## src/rtl/fetch_pkg.sv

```systemverilog
// Shared types and constants for the instruction fetch stage.
package fetch_pkg;

  localparam int          INSTR_W          = 32;
  localparam logic [31:0] PC_INC           = 32'd4;
  localparam logic [31:0] RESET_PC_DEFAULT = 32'h0000_0000;

  typedef enum logic [1:0] {
    ST_IDLE,
    ST_FETCH,
    ST_DISCARD
  } state_e;

  typedef struct packed {
    logic [31:0]        pc;
    logic [INSTR_W-1:0] instr;
  } fetch_entry_t;

  // Branch target: word offset is sign-extended and scaled to bytes.
  function automatic logic [31:0] redirect_target(input logic [31:0] base_pc,
                                                  input logic [15:0] word_offset);
    return base_pc + {{14{word_offset[15]}}, word_offset, 2'b00};
  endfunction

endpackage

```

## src/rtl/fetch_fifo.sv

```systemverilog
// Circular buffer of fetched {pc, instr} pairs; flush beats push and pop.
module fetch_fifo
  import fetch_pkg::*;
#(
  parameter  int DEPTH = 2,
  localparam int PTR_W = $clog2(DEPTH),
  localparam int CNT_W = PTR_W + 1
) (
  input  logic         clk,
  input  logic         rst,
  input  logic         push_i,
  input  logic         pop_i,
  input  logic         flush_i,
  input  fetch_entry_t data_i,
  output fetch_entry_t head_o,
  output logic [CNT_W-1:0] count_o
);

  fetch_entry_t     mem_q [DEPTH];
  logic [PTR_W-1:0] wr_ptr_q, rd_ptr_q;
  logic [CNT_W-1:0] count_q;
  logic             do_push, do_pop;

  assign do_push = push_i && !flush_i;
  assign do_pop  = pop_i && !flush_i && (count_q != '0);

  // NOTE: sequential state uses non-blocking assignments so every register
  // samples the pre-edge values of its neighbours.
  always_ff @(posedge clk or posedge rst) begin
    if (rst) begin
      wr_ptr_q <= '0;
      rd_ptr_q <= '0;
      count_q  <= '0;
    end else if (flush_i) begin
      wr_ptr_q <= '0;
      rd_ptr_q <= '0;
      count_q  <= '0;
    end else begin
      if (do_push) wr_ptr_q <= wr_ptr_q + 1'b1;
      if (do_pop)  rd_ptr_q <= rd_ptr_q + 1'b1;
      case ({do_push, do_pop})
        2'b10:   count_q <= count_q + 1'b1;
        2'b01:   count_q <= count_q - 1'b1;
        default: count_q <= count_q;
      endcase
    end
  end

  // NOTE: storage is reset because the head drives decode directly and must
  // read as zero out of reset; at this depth the cost is a handful of flops.
  always_ff @(posedge clk or posedge rst) begin
    if (rst) begin
      for (int i = 0; i < DEPTH; i++) mem_q[i] <= '0;
    end else if (do_push) begin
      mem_q[wr_ptr_q] <= data_i;
    end
  end

  assign head_o  = mem_q[rd_ptr_q];
  assign count_o = count_q;

endmodule

```

## src/rtl/fetch_unit.sv

```systemverilog
// Instruction fetch: PC, single-outstanding imem request, buffered output
// to decode, and branch redirect with wrong-path discard.
module fetch_unit
  import fetch_pkg::*;
#(
  parameter logic [31:0] RESET_PC   = RESET_PC_DEFAULT,
  parameter int          FIFO_DEPTH = 2
) (
  input  logic        clk,
  input  logic        rst,
  output logic        imemReq,
  output logic [31:0] imemAddr,
  input  logic        imemAck,
  input  logic [31:0] imemData,
  output logic        instrValid,
  output logic [31:0] instr,
  output logic [31:0] instrPc,
  input  logic        decodeReady,
  input  logic        redirectValid,
  input  logic [15:0] redirectOffset,
  input  logic [31:0] redirectBasePc,
  output logic        flushOut
);

  localparam int CNT_W = $clog2(FIFO_DEPTH) + 1;

  state_e           state_q, state_d;
  logic [31:0]      pc_q, pc_d;
  logic [31:0]      hold_addr_q, hold_addr_d;
  logic             flush_q;
  logic [CNT_W-1:0] count;
  logic             has_space, push, pop;
  fetch_entry_t     head, push_data;

  assign has_space = count < CNT_W'(FIFO_DEPTH);
  assign push_data = '{pc: pc_q, instr: imemData};
  assign pop       = instrValid && decodeReady && !redirectValid;

  // NOTE: every output of this block gets a default first, so no path can
  // leave a signal unassigned and infer a latch.
  always_comb begin
    state_d     = state_q;
    pc_d        = pc_q;
    hold_addr_d = hold_addr_q;
    imemReq     = 1'b0;
    imemAddr    = '0;
    push        = 1'b0;
    case (state_q)
      ST_IDLE: state_d = ST_FETCH;
      ST_FETCH: begin
        imemReq  = has_space;
        imemAddr = has_space ? pc_q : '0;
        if (redirectValid) begin
          // An unanswered request must still be drained; remember its address.
          if (imemReq && !imemAck) begin
            state_d     = ST_DISCARD;
            hold_addr_d = pc_q;
          end
        end else if (imemReq && imemAck) begin
          push = 1'b1;
          pc_d = pc_q + PC_INC;
        end
      end
      ST_DISCARD: begin
        imemReq  = 1'b1;
        imemAddr = hold_addr_q;
        if (imemAck && !redirectValid) state_d = ST_FETCH;
      end
      default: state_d = ST_IDLE;
    endcase
    if (redirectValid) pc_d = redirect_target(redirectBasePc, redirectOffset);
  end

  always_ff @(posedge clk or posedge rst) begin
    if (rst) begin
      state_q     <= ST_IDLE;
      pc_q        <= RESET_PC;
      hold_addr_q <= '0;
      flush_q     <= 1'b0;
    end else begin
      state_q     <= state_d;
      pc_q        <= pc_d;
      hold_addr_q <= hold_addr_d;
      flush_q     <= redirectValid;
    end
  end

  fetch_fifo #(.DEPTH(FIFO_DEPTH)) u_fifo (
    .clk     (clk),
    .rst     (rst),
    .push_i  (push),
    .pop_i   (pop),
    .flush_i (redirectValid),
    .data_i  (push_data),
    .head_o  (head),
    .count_o (count)
  );

  assign instrValid = (count != '0);
  assign instr      = head.instr;
  assign instrPc    = head.pc;
  assign flushOut   = flush_q;

endmodule

```

## config.mk

```make
export PLATFORM = sky130hd
export DESIGN_NAME = fetch_unit
export DESIGN_NICKNAME = d
export VERILOG_FILES = /design/src/rtl/fetch_pkg.sv /design/src/rtl/fetch_fifo.sv /design/src/rtl/fetch_unit.sv
export SDC_FILE = /design/constraint.sdc
export NUM_CORES = 1
export LEC_CHECK = 0
export BUFFER_PORTS_ARGS = -buffer_cell sky130_fd_sc_hd__buf_2
export CAP_MARGIN = 25
export CORE_MARGIN = 2
export CORE_UTILIZATION = 55
export CTS_CLUSTER_SIZE = 24
export DETAILED_ROUTE_END_ITERATION = 6
export GPL_TIMING_DRIVEN = 0
export MAX_ROUTING_LAYER = met4
export PLACE_DENSITY = 0.78
export SLEW_MARGIN = 20
export SYNTH_ARGS = -nofsm -noshare
export SYNTH_HDL_FRONTEND = slang
export SYNTH_SLANG_ARGS = --single-unit
```

## constraint.sdc

```tcl
create_clock -name clk -period 10.2 [get_ports clk]
set_input_delay 3.06 -clock clk [delete_from_list [all_inputs] [get_ports clk]]
set_output_delay 3.06 -clock clk [all_outputs]
set_load 0.01 [all_outputs]
```

==> results of run 1 <==
==> state kept, by name, indices dropped and copies added (netlist names) <==
signal           flops
state_q              2
u_fifo.rd_ptr_q      1
flushOut             1
u_fifo.count_o       2
pc_q                32
u_fifo.mem_q       128
u_fifo.wr_ptr_q      1
hold_addr_q         32
==> power by group through the flow <==
| stage | sequential (mW) | clock [mW] | combinational, mW |
|---|---|---|---|
| after floorplan | 1.26 | 0 | 0.936 |
| after global placement | 1.30 | 0 | 1.30 |
| after detailed placement | 1.33 | 0 | 1.34 |
| after CTS | 1.32 | 0.722 | 1.35 |
| after global routing | 1.37 | 0.760 | 1.46 |
| final | 1.32 | 0.716 | 1.34 |
==> critical path: stages, from the launching register on <==
cell and delay (ns):
dfrtp_1 0.41, inv_1 0.09, ha_1 0.27, nor2b_1 0.15, buf_2 0.22, buf_1 0.50
a22oi_1 0.23, nor2b_1 0.20, buf_2 0.17
==> logic make-up after synthesis <==
| kind of cell | Yosys count | synth area share |
|---|---|---|
| mux | 228 | 0.230 |
| fa+ha+maj | 35 | 0.0400 |
| buf+inv | 82 | 0.0297 |
| flops | 199 | 0.448 |
| xor+xnor | 43 | 0.0339 |
| simple gates | 238 | 0.117 |
| compound gates | 171 | 0.101 |
==> worst max path at each step <==
stage	startpoint	to	slack, ns	depth (start not counted)
3_5_place_dp	redirectValid	u_fifo.mem_q[33]	4.83	6
3_3_place_gp	rst	u_fifo.mem_q[70]	-0.30	2
5_1_grt	state_q[1]	imemAddr[21]	4.32	8
6_report	state_q[1]	imemAddr[21]	4.47	8
2_1_floorplan	rst	flushOut	1.71	1
4_1_cts	state_q[1]	imemAddr[21]	4.51	8
==> cell type report <==
class                   instances  area [um2]
well taps                     270         338
plain buffers                  63         259
clock buffers                  21         460
inverters                      19        78.8
flip-flops and latches        199        4980
diodes                          1        2.50
repair buffers                183         938
clock inverters                11         173
fillers                      1592        7000
multi-input cells             715        5810
==> per-layer routing <==
metal	wire length, um	track usage	share of wire
met1	12100	0.361	0.43
met2	13500	0.436	0.48
met3	1630	0.0469	0.058
met4	618	0.0859	0.022
met5	0	-	0
==> through the flow <==
| stage | power [mW] | cells |
|---|---|---|
| 2_1_floorplan | 2.20 | 996 |
| 3_3_place_gp | 2.61 | 1448 |
| 3_5_place_dp | 2.67 | 1449 |
| 4_1_cts | 3.39 | 1481 |
| 5_1_grt | 3.59 | 1482 |
| 6_report | 3.38 | 1482 |
==> placed cells by master, fill, tap and decap left out, types with 5 or more instances in the layout <==
cell	Yosys	final
a211oi_1	8	8
a21o_1	14	14
a21oi_1	39	39
a22oi_1	32	32
a31oi_1	6	6
and2_1	7	7
and3_1	8	8
and4_1	10	10
buf_1	12	12
buf_2	15	197
clkbuf_1	35	37
clkbuf_16	0	17
dfrtp_1	199	199
ha_1	34	34
inv_1	19	18
mux2_1	5	5
mux2_2	218	218
mux2i_1	5	5
nand2_1	57	57
nand2b_1	6	6
nand3_1	23	23
nand3b_1	5	5
nand4_1	13	13
nor2_1	32	32
nor2b_1	35	35
nor3_1	16	16
nor4_1	7	7
o211ai_1	6	6
o21a_1	6	6
o21ai_0	30	30
xnor2_1	27	27
xor2_1	16	16
==> key figures, run 1 <==
Die
  – IO Count: 184
  – FP Rows: 52
  – DIE WIDTH: 146 um
  – Initial Util: 0.555
  – Die Area: 21,400 um2
  – Die Y-Extent: 146 um
  – Core ar.: 20,000 um2

Global route
  – Pin count of the biggest net entering global routing: 109
  – Total Routing Usage GR: 0.274
  – Global-route wire length before repair: 45,100 um
  – Antenna violations before repair: 1
  – Grt ovf: 0
  – Vias in the first global route: 8,522

Power
  – Logic gate share of total power: 0.397
  – Switching Power: 1.15 mW
  – Clock power share: 0.212
  – Sequential power share: 0.391
  – Internal Power: 2.23 mW
  – Static leakage: 5.86 nW
  – PD cells: 259 nW/um2
  – Peak supply drop: 138 uV
  – Sw Ratio: 0.341

Job
  – Max cap viols: 0

Logic synthesis
  – Synth area leaders: dfrtp_1, mux2_2, ha_1
  – Synthesis-stage register bit count: 199
  – Most used DFF post-synth: dfrtp_1
  – Sequential fraction of the synthesis area: 0.448
  – EDFF count, synth: 0
  – Syn nets: 1,116
  – Post-synthesis cell count: 996
  – Async SR Flop Fraction: 1.00
  – Largest area contributor in the netlist: dfrtp_1
  – Unique masters post-synth: 64
  – Synth warn: 0
  – Syn Std Cell Area: 11,100 um2
  – Synth Area per Inst: 11.2 um2
  – Post-synth top cells: mux2_2, dfrtp_1, nand2_1
  – Most frequent cell after synthesis: mux2_2
  – Synth top area share: 0.448

Placement
  – Placement Setup Slack: 4.83 ns
  – DP HPWL: 20,600 um
  – Placer Congestion: 0.942
  – Area after DPL: 12,400 um2
  – Port Buffers: 182

Final layout
  – Final Util: 0.651
  – Nets: 1,318
  – Fin area: 13,000 um2
  – Synthesis-to-layout area growth: 17.3%
  – Layout cell share with drive strength beyond 1: 0.380

CTS
  – CTS max path bufs: 2
  – Clock Latency Late Sink: 0.44 ns
  – Clock sinks: 199
  – H-tree depth: 4
  – CTS resizes: 0
  – Worst-path clk slew: 0.07 ns
  – Setup bufs post-CTS: 0
  – CTS tree: built
  – CTS root buf: clkbuf_16
  – Cts hold-fix bufs: 0
  – CTS buffer count: 17

Detailed routing
  – Detailed Route WL: 27,800 um
  – Vias/cell: 5.78
  – WL/cell: 18.7 um
  – DR DRC count: 0
  – Antenna-violating nets left: 0
  – Initial DRC Count: 408
  – 1st-pass router iterations: 5
  – Vias: 8,560

Setup path
  – Worst path required time: 7.14 ns
  – Startpoint Class: register
  – Worst Reg-to-Reg Cells: 8
  – RR Endpoint: u_fifo.mem_q[33]
  – Reg2Reg Setup Slack: 7.31 ns
  – Crit path kind: register to primary output
  – Worst path arrival time: 2.67 ns
  – Reg-to-Reg Start: state_q[1]
  – CP Max Fanout: 10
  – Endpoint type of the worst setup path: primary output

STA
  – Final-report max-slew violation count: 0
  – RSZ-0062 raised after global routing: no
  – Skew final: 0.0103 ns
  – Worst setup margin: 4.47 ns
  – Worst Max-Slew Pin Slew: 0.794 ns
  – Period Utilization, post-route: 0.562
  – Endpoints failing hold: 0
  – Post-Route Setup TNS: 0 ns
  – Hold WS: 0.489 ns
  – Max_slew headroom: 0.471
  – Crit path time final: 5.73 ns
  – Setup violators final: 0
  – Fmax: 174 MHz

Min path
  – WHS Path Cells: 1
  – Hold WC Path Type: register to register
  – Worst hold path endpoint: u_fifo.mem_q[118]
  – Hold path startpoint: u_fifo.mem_q[118]

Status
  – Status: completed
Note: power is estimated with default switching activity, not from simulation.
==> inputs of run 2 (changes only) <==
--- a/config.mk
+++ b/config.mk
@@ -8,12 +8,12 @@
 export BUFFER_PORTS_ARGS = -buffer_cell sky130_fd_sc_hd__buf_2
 export CAP_MARGIN = 25
 export CORE_MARGIN = 2
-export CORE_UTILIZATION = 55
+export CORE_UTILIZATION = 52
 export CTS_CLUSTER_SIZE = 24
 export DETAILED_ROUTE_END_ITERATION = 6
 export GPL_TIMING_DRIVEN = 0
 export MAX_ROUTING_LAYER = met4
-export PLACE_DENSITY = 0.78
+export PLACE_DENSITY = 0.77
 export SLEW_MARGIN = 20
 export SYNTH_ARGS = -nofsm -noshare
 export SYNTH_HDL_FRONTEND = slang
==> constraint.sdc (replaced) <==
create_clock -name clk -period 4.8 [get_ports clk]
set_input_delay 1.44 -clock clk [delete_from_list [all_inputs] [get_ports clk]]
set_output_delay 1.44 -clock clk [all_outputs]
set_load 0.01 [all_outputs]
==> key figures, run 2 (synthesis gave the netlist of run 1 again) <==
Power
  – Peak supply drop: 365 uV
  – PD cells: 542 nW/um2
  – Total power: 7.10 mW
  – Static leakage: 5.89 nW

Detailed routing
  – Vias: 8,550
  – 1st-pass router iterations: 5
  – WL/cell: 18.6 um
  – Detailed Route WL: 27,800 um
  – DR DRC count: 0
  – Antenna-violating nets left: 0
  – Vias/cell: 5.73
  – Initial DRC Count: 442

Global route
  – Grt ovf: 0
  – Global-route wire length before repair: 44,200 um
  – Total Routing Usage GR: 0.258
  – Vias in the first global route: 8,519
  – Pin count of the biggest net entering global routing: 36
  – Antenna violations before repair: 1

Setup path
  – Critical-path top delay cell: buf_1
  – Worst path required time: 3.36 ns
  – CP bufs+invs: 4
  – Worst Reg-to-Reg Cells: 8
  – Reg2Reg Setup Slack: 1.91 ns
  – Critical path depth in cells: 7
  – Reg-to-Reg Start: state_q[1]
  – Crit path max-delay family: buffers and inverters
  – Slowest cell delay on critical path: 0.50 ns
  – Startpoint Class: register
  – CP Max Fanout: 10
  – Worst setup path start: state_q[0]
  – Worst path arrival time: 2.59 ns
  – CP endpoint: imemAddr[17]
  – Endpoint type of the worst setup path: primary output
  – Crit path kind: register to primary output
  – Worst path cell trace: inv_1 -> ha_1 -> clkbuf_1 -> buf_1 -> a22oi_1 -> nor2b_1 -> buf_2
  – RR Endpoint: u_fifo.mem_q[32]

Die
  – DIE WIDTH: 150 um
  – Die Y-Extent: 150 um
  – Initial Util: 0.529
  – Die Area: 22,600 um2
  – Core ar.: 21,000 um2
  – IO Count: 184
  – FP Rows: 53

STA
  – Setup violators final: 0
  – Crit path time final: 4.03 ns
  – Fmax: 248 MHz
  – Final-report max-slew violation count: 0
  – Period Utilization, post-route: 0.839
  – Max_slew headroom: 0.444
  – Endpoints failing hold: 0
  – Skew final: 0.00565 ns
  – Worst Max-Slew Pin Slew: 0.830 ns
  – Worst setup margin: 0.772 ns
  – RSZ-0062 raised after global routing: no

Status
  – Status: completed

Final layout
  – Commonest non-fill, non-tap cell in the layout: mux2_2
  – Final Util: 0.623
  – Nets: 1,323
  – Layout cell share with drive strength beyond 1: 0.382
  – Most frequent cells in the layout: mux2_2, dfrtp_1, buf_2
  – Largest regs: u_fifo.mem_q x128, hold_addr_q x32, pc_q x32
  – Reg with most FFs: u_fifo.mem_q
  – Synthesis-to-layout area growth: 17.7%
  – Fin area: 13,100 um2
  – Max reg flops: 128
  – Final Non-Filler Cells: 1,491

CTS
  – H-tree depth: 4
  – Worst-path clk slew: 0.07 ns
  – Clock sinks: 199
  – Clock Latency Late Sink: 0.43 ns
  – CTS tree: built
  – CTS root buf: clkbuf_16
  – CTS resizes: 0
  – CTS max path bufs: 2
  – Setup bufs post-CTS: 0
  – CTS buffer count: 17
  – Cts hold-fix bufs: 0

Placement
  – Placed Cells: 1,459
  – Port Buffers: 182
  – Area after DPL: 12,500 um2
  – Placement Setup Slack: 0.967 ns
  – DP HPWL: 21,200 um
  – Placer Congestion: 0.885

Min path
  – WHS Path Cells: 2
  – Hold WC Path Type: register to register

Job
  – Max cap viols: 0
-- run 2: power breakdown --
part | internal [mW] | leakage, nW | switching (mW) | total [mW]
Sequential | 2.39 | 2.42 | 0.426 | 2.81
Clock | 0.817 | 0.279 | 0.613 | 1.43
Combinational | 1.45 | 3.18 | 1.40 | 2.85
-- run 2: through the flow --
stage	hold WS (ns)	TNS [ns]
floorplan	0.444	0
global placement	0.459	-71.72
detailed placement	0.469	0
CTS	0.490	0
global route	0.513	0
finish	0.497	0
-- run 2: area by class of cell --
type                    instances  area (um2)
clock inverters                12         154
clock buffers                  19         433
diodes                          1        2.50
inverters                      19        75.1
plain buffers                  63         259
well taps                     275         344
flip-flops and latches        199        4980
multi-input cells             715        5810
repair buffers                188        1030
fillers                      1721        7930
-- run 2: worst register-to-register path: stages (launching register included) --
cell and delay, ns:
dfrtp_1 0.40, inv_1 0.09, ha_1 0.25, nor2b_1 0.15, buf_2 0.18, nand4_1 0.30
buf_1 0.56, clkbuf_1 0.46, mux2_2 0.40
-- run 2: layer usage --
| metal | track usage | share of wire | vias to the layer above |
|---|---|---|---|
| met5 | - | 0 | - |
| met4 | 0.0901 | 0.027 | 0 |
| met3 | 0.0548 | 0.067 | 52 |
| met2 | 0.420 | 0.48 | 293 |
| met1 | 0.321 | 0.42 | 4166 |
| li1 | - | - | 4039 |
-- run 2: how the worst min path moves through the flow --
stage | slack, ns | endpoint | from
3_3_place_gp | 0.46 | u_fifo.mem_q[58] | u_fifo.mem_q[58]
4_1_cts | 0.49 | u_fifo.mem_q[58] | u_fifo.mem_q[58]
2_1_floorplan | 0.44 | u_fifo.mem_q[55] | u_fifo.mem_q[55]
5_1_grt | 0.51 | u_fifo.mem_q[84] | u_fifo.mem_q[84]
3_5_place_dp | 0.47 | u_fifo.mem_q[55] | u_fifo.mem_q[55]
6_report | 0.50 | u_fifo.mem_q[62] | u_fifo.mem_q[62]
==> inputs of run 3 (changes only) <==
==> constraint.sdc (replaced) <==
create_clock -name clk -period 3.5 [get_ports clk]
set_input_delay 1.05 -clock clk [delete_from_list [all_inputs] [get_ports clk]]
set_output_delay 1.05 -clock clk [all_outputs]
set_load 0.01 [all_outputs]
==> key figures, run 3 (synthesis gave the netlist of run 1 again) <==
Status
  – Status: completed

Global route
  – Total Routing Usage GR: 0.258
  – Grt ovf: 0
  – Pin count of the biggest net entering global routing: 36
  – Antenna violations before repair: 1
  – Global-route wire length before repair: 44,200 um
  – Vias in the first global route: 8,513

Final layout
  – Final Util: 0.623
  – Nets: 1,321
  – Synthesis-to-layout area growth: 17.7%
  – Max reg flops: 128
  – Layout cell share with drive strength beyond 1: 0.387
  – Fin area: 13,100 um2
  – Commonest non-fill, non-tap cell in the layout: mux2_2
  – Reg with most FFs: u_fifo.mem_q
  – Most frequent cells in the layout: mux2_2, buf_2, dfrtp_1
  – Largest regs: u_fifo.mem_q x128, hold_addr_q x32, pc_q x32

Setup path
  – Reg-to-Reg Start: state_q[1]
  – Worst Reg-to-Reg Cells: 8
  – RR Endpoint: u_fifo.mem_q[32]
  – Worst path arrival time: 2.34 ns
  – Startpoint Class: register
  – Worst path required time: 2.45 ns
  – CP Max Fanout: 10
  – Reg2Reg Setup Slack: 0.61 ns
  – Crit path kind: register to primary output
  – Endpoint type of the worst setup path: primary output

Die
  – Initial Util: 0.529
  – Die Y-Extent: 150 um
  – DIE WIDTH: 150 um
  – FP Rows: 53
  – Core ar.: 21,000 um2
  – Die Area: 22,600 um2
  – IO Count: 184

STA
  – Period Utilization, post-route: 0.968
  – Max_slew headroom: 0.454
  – Worst Max-Slew Pin Slew: 0.815 ns
  – Post-Route Setup TNS: 0 ns
  – Final-report max-slew violation count: 0
  – Fmax: 295 MHz
  – Setup violators final: 0
  – RSZ-0062 raised after global routing: no
  – Worst setup margin: 0.114 ns
  – Crit path time final: 3.39 ns
  – Skew final: 0.00521 ns
  – Endpoints failing hold: 0

CTS
  – CTS buffer count: 17
  – Setup bufs post-CTS: 0
  – Clock Latency Late Sink: 0.43 ns
  – H-tree depth: 4
  – Clock sinks: 199
  – CTS tree: built
  – Worst-path clk slew: 0.07 ns
  – CTS root buf: clkbuf_16
  – CTS max path bufs: 2

Detailed routing
  – WL/cell: 18.6 um
  – Initial DRC Count: 393
  – Vias/cell: 5.75
  – 1st-pass router iterations: 5
  – DR DRC count: 0
  – Antenna-violating nets left: 0
  – Detailed Route WL: 27,700 um
  – Vias: 8,561

Min path
  – Worst hold path endpoint: u_fifo.mem_q[58]
  – WHS Path Cells: 2
  – Hold path startpoint: u_fifo.mem_q[58]
  – Hold WC Path Type: register to register

Placement
  – Placer Congestion: 0.885
  – DP HPWL: 21,200 um
  – Area after DPL: 12,500 um2
  – Port Buffers: 182
  – Placement Setup Slack: 0.0566 ns

Power
  – PD cells: 743 nW/um2
  – Static leakage: 5.91 nW
  – Peak supply drop: 473 uV

Job
  – Max cap viols: 0
-- run 3: power breakdown --
group	leakage (nW)	total (mW)	switching [mW]	internal, mW
logic	3.20	3.91	1.91	2.01
clock network	0.279	1.96	0.842	1.12
registers	2.42	3.86	0.586	3.27
total	5.91	9.73	3.34	6.40
-- run 3: layer usage --
| layer | GRT usage | wire length [um] | part of all wire | up-vias |
|---|---|---|---|---|
| met5 | - | 0 | 0 | - |
| met4 | 0.0901 | 746 | 0.027 | 0 |
| met3 | 0.0545 | 1840 | 0.066 | 53 |
| met2 | 0.419 | 13400 | 0.48 | 283 |
| met1 | 0.322 | 11700 | 0.42 | 4191 |
| li1 | - | - | - | 4034 |
-- run 3: metrics by stage --
step           instances  power (mW)  hold WS, ns
2_1_floorplan        996        6.40        0.444
3_3_place_gp        1453        7.62        0.459
3_5_place_dp        1459        7.79        0.469
4_1_cts             1489        9.78        0.490
5_1_grt             1489        10.3        0.513
6_report            1489        9.73        0.493
-- run 3: layout make-up --
type	count	area [um2]
flip-flops and latches	199	4980
fillers	1724	7930
diodes	1	2.50
repair buffers	188	1030
well taps	275	344
clock inverters	12	154
inverters	19	75.1
multi-input cells	715	5810
clock buffers	19	433
plain buffers	61	262
-- run 3: critical path, stage by stage (launching register included) --
cell     delay, ns
dfrtp_1       0.42
inv_1         0.10
ha_1          0.24
nor2b_1       0.14
buf_2         0.21
buf_2         0.26
a22oi_1       0.09
nor2b_1       0.25
buf_2         0.18
-- run 3: how the worst max path moves through the flow --
stage,from,to,slack (ns),cells after the start
6_report,state_q[1],imemAddr[19],0.11,8
5_1_grt,state_q[1],imemAddr[14],0.03,8
4_1_cts,state_q[0],imemAddr[17],0.10,7
3_5_place_dp,redirectValid,u_fifo.mem_q[32],0.06,6
3_3_place_gp,rst,pc_q[4],-1.28,2
2_1_floorplan,rst,flushOut,-0.12,1
-- run 3: timing repair --
action	CTS	global route
setup endpoints to repair	26	2
hold buffers	0	0
resized for setup	6	1
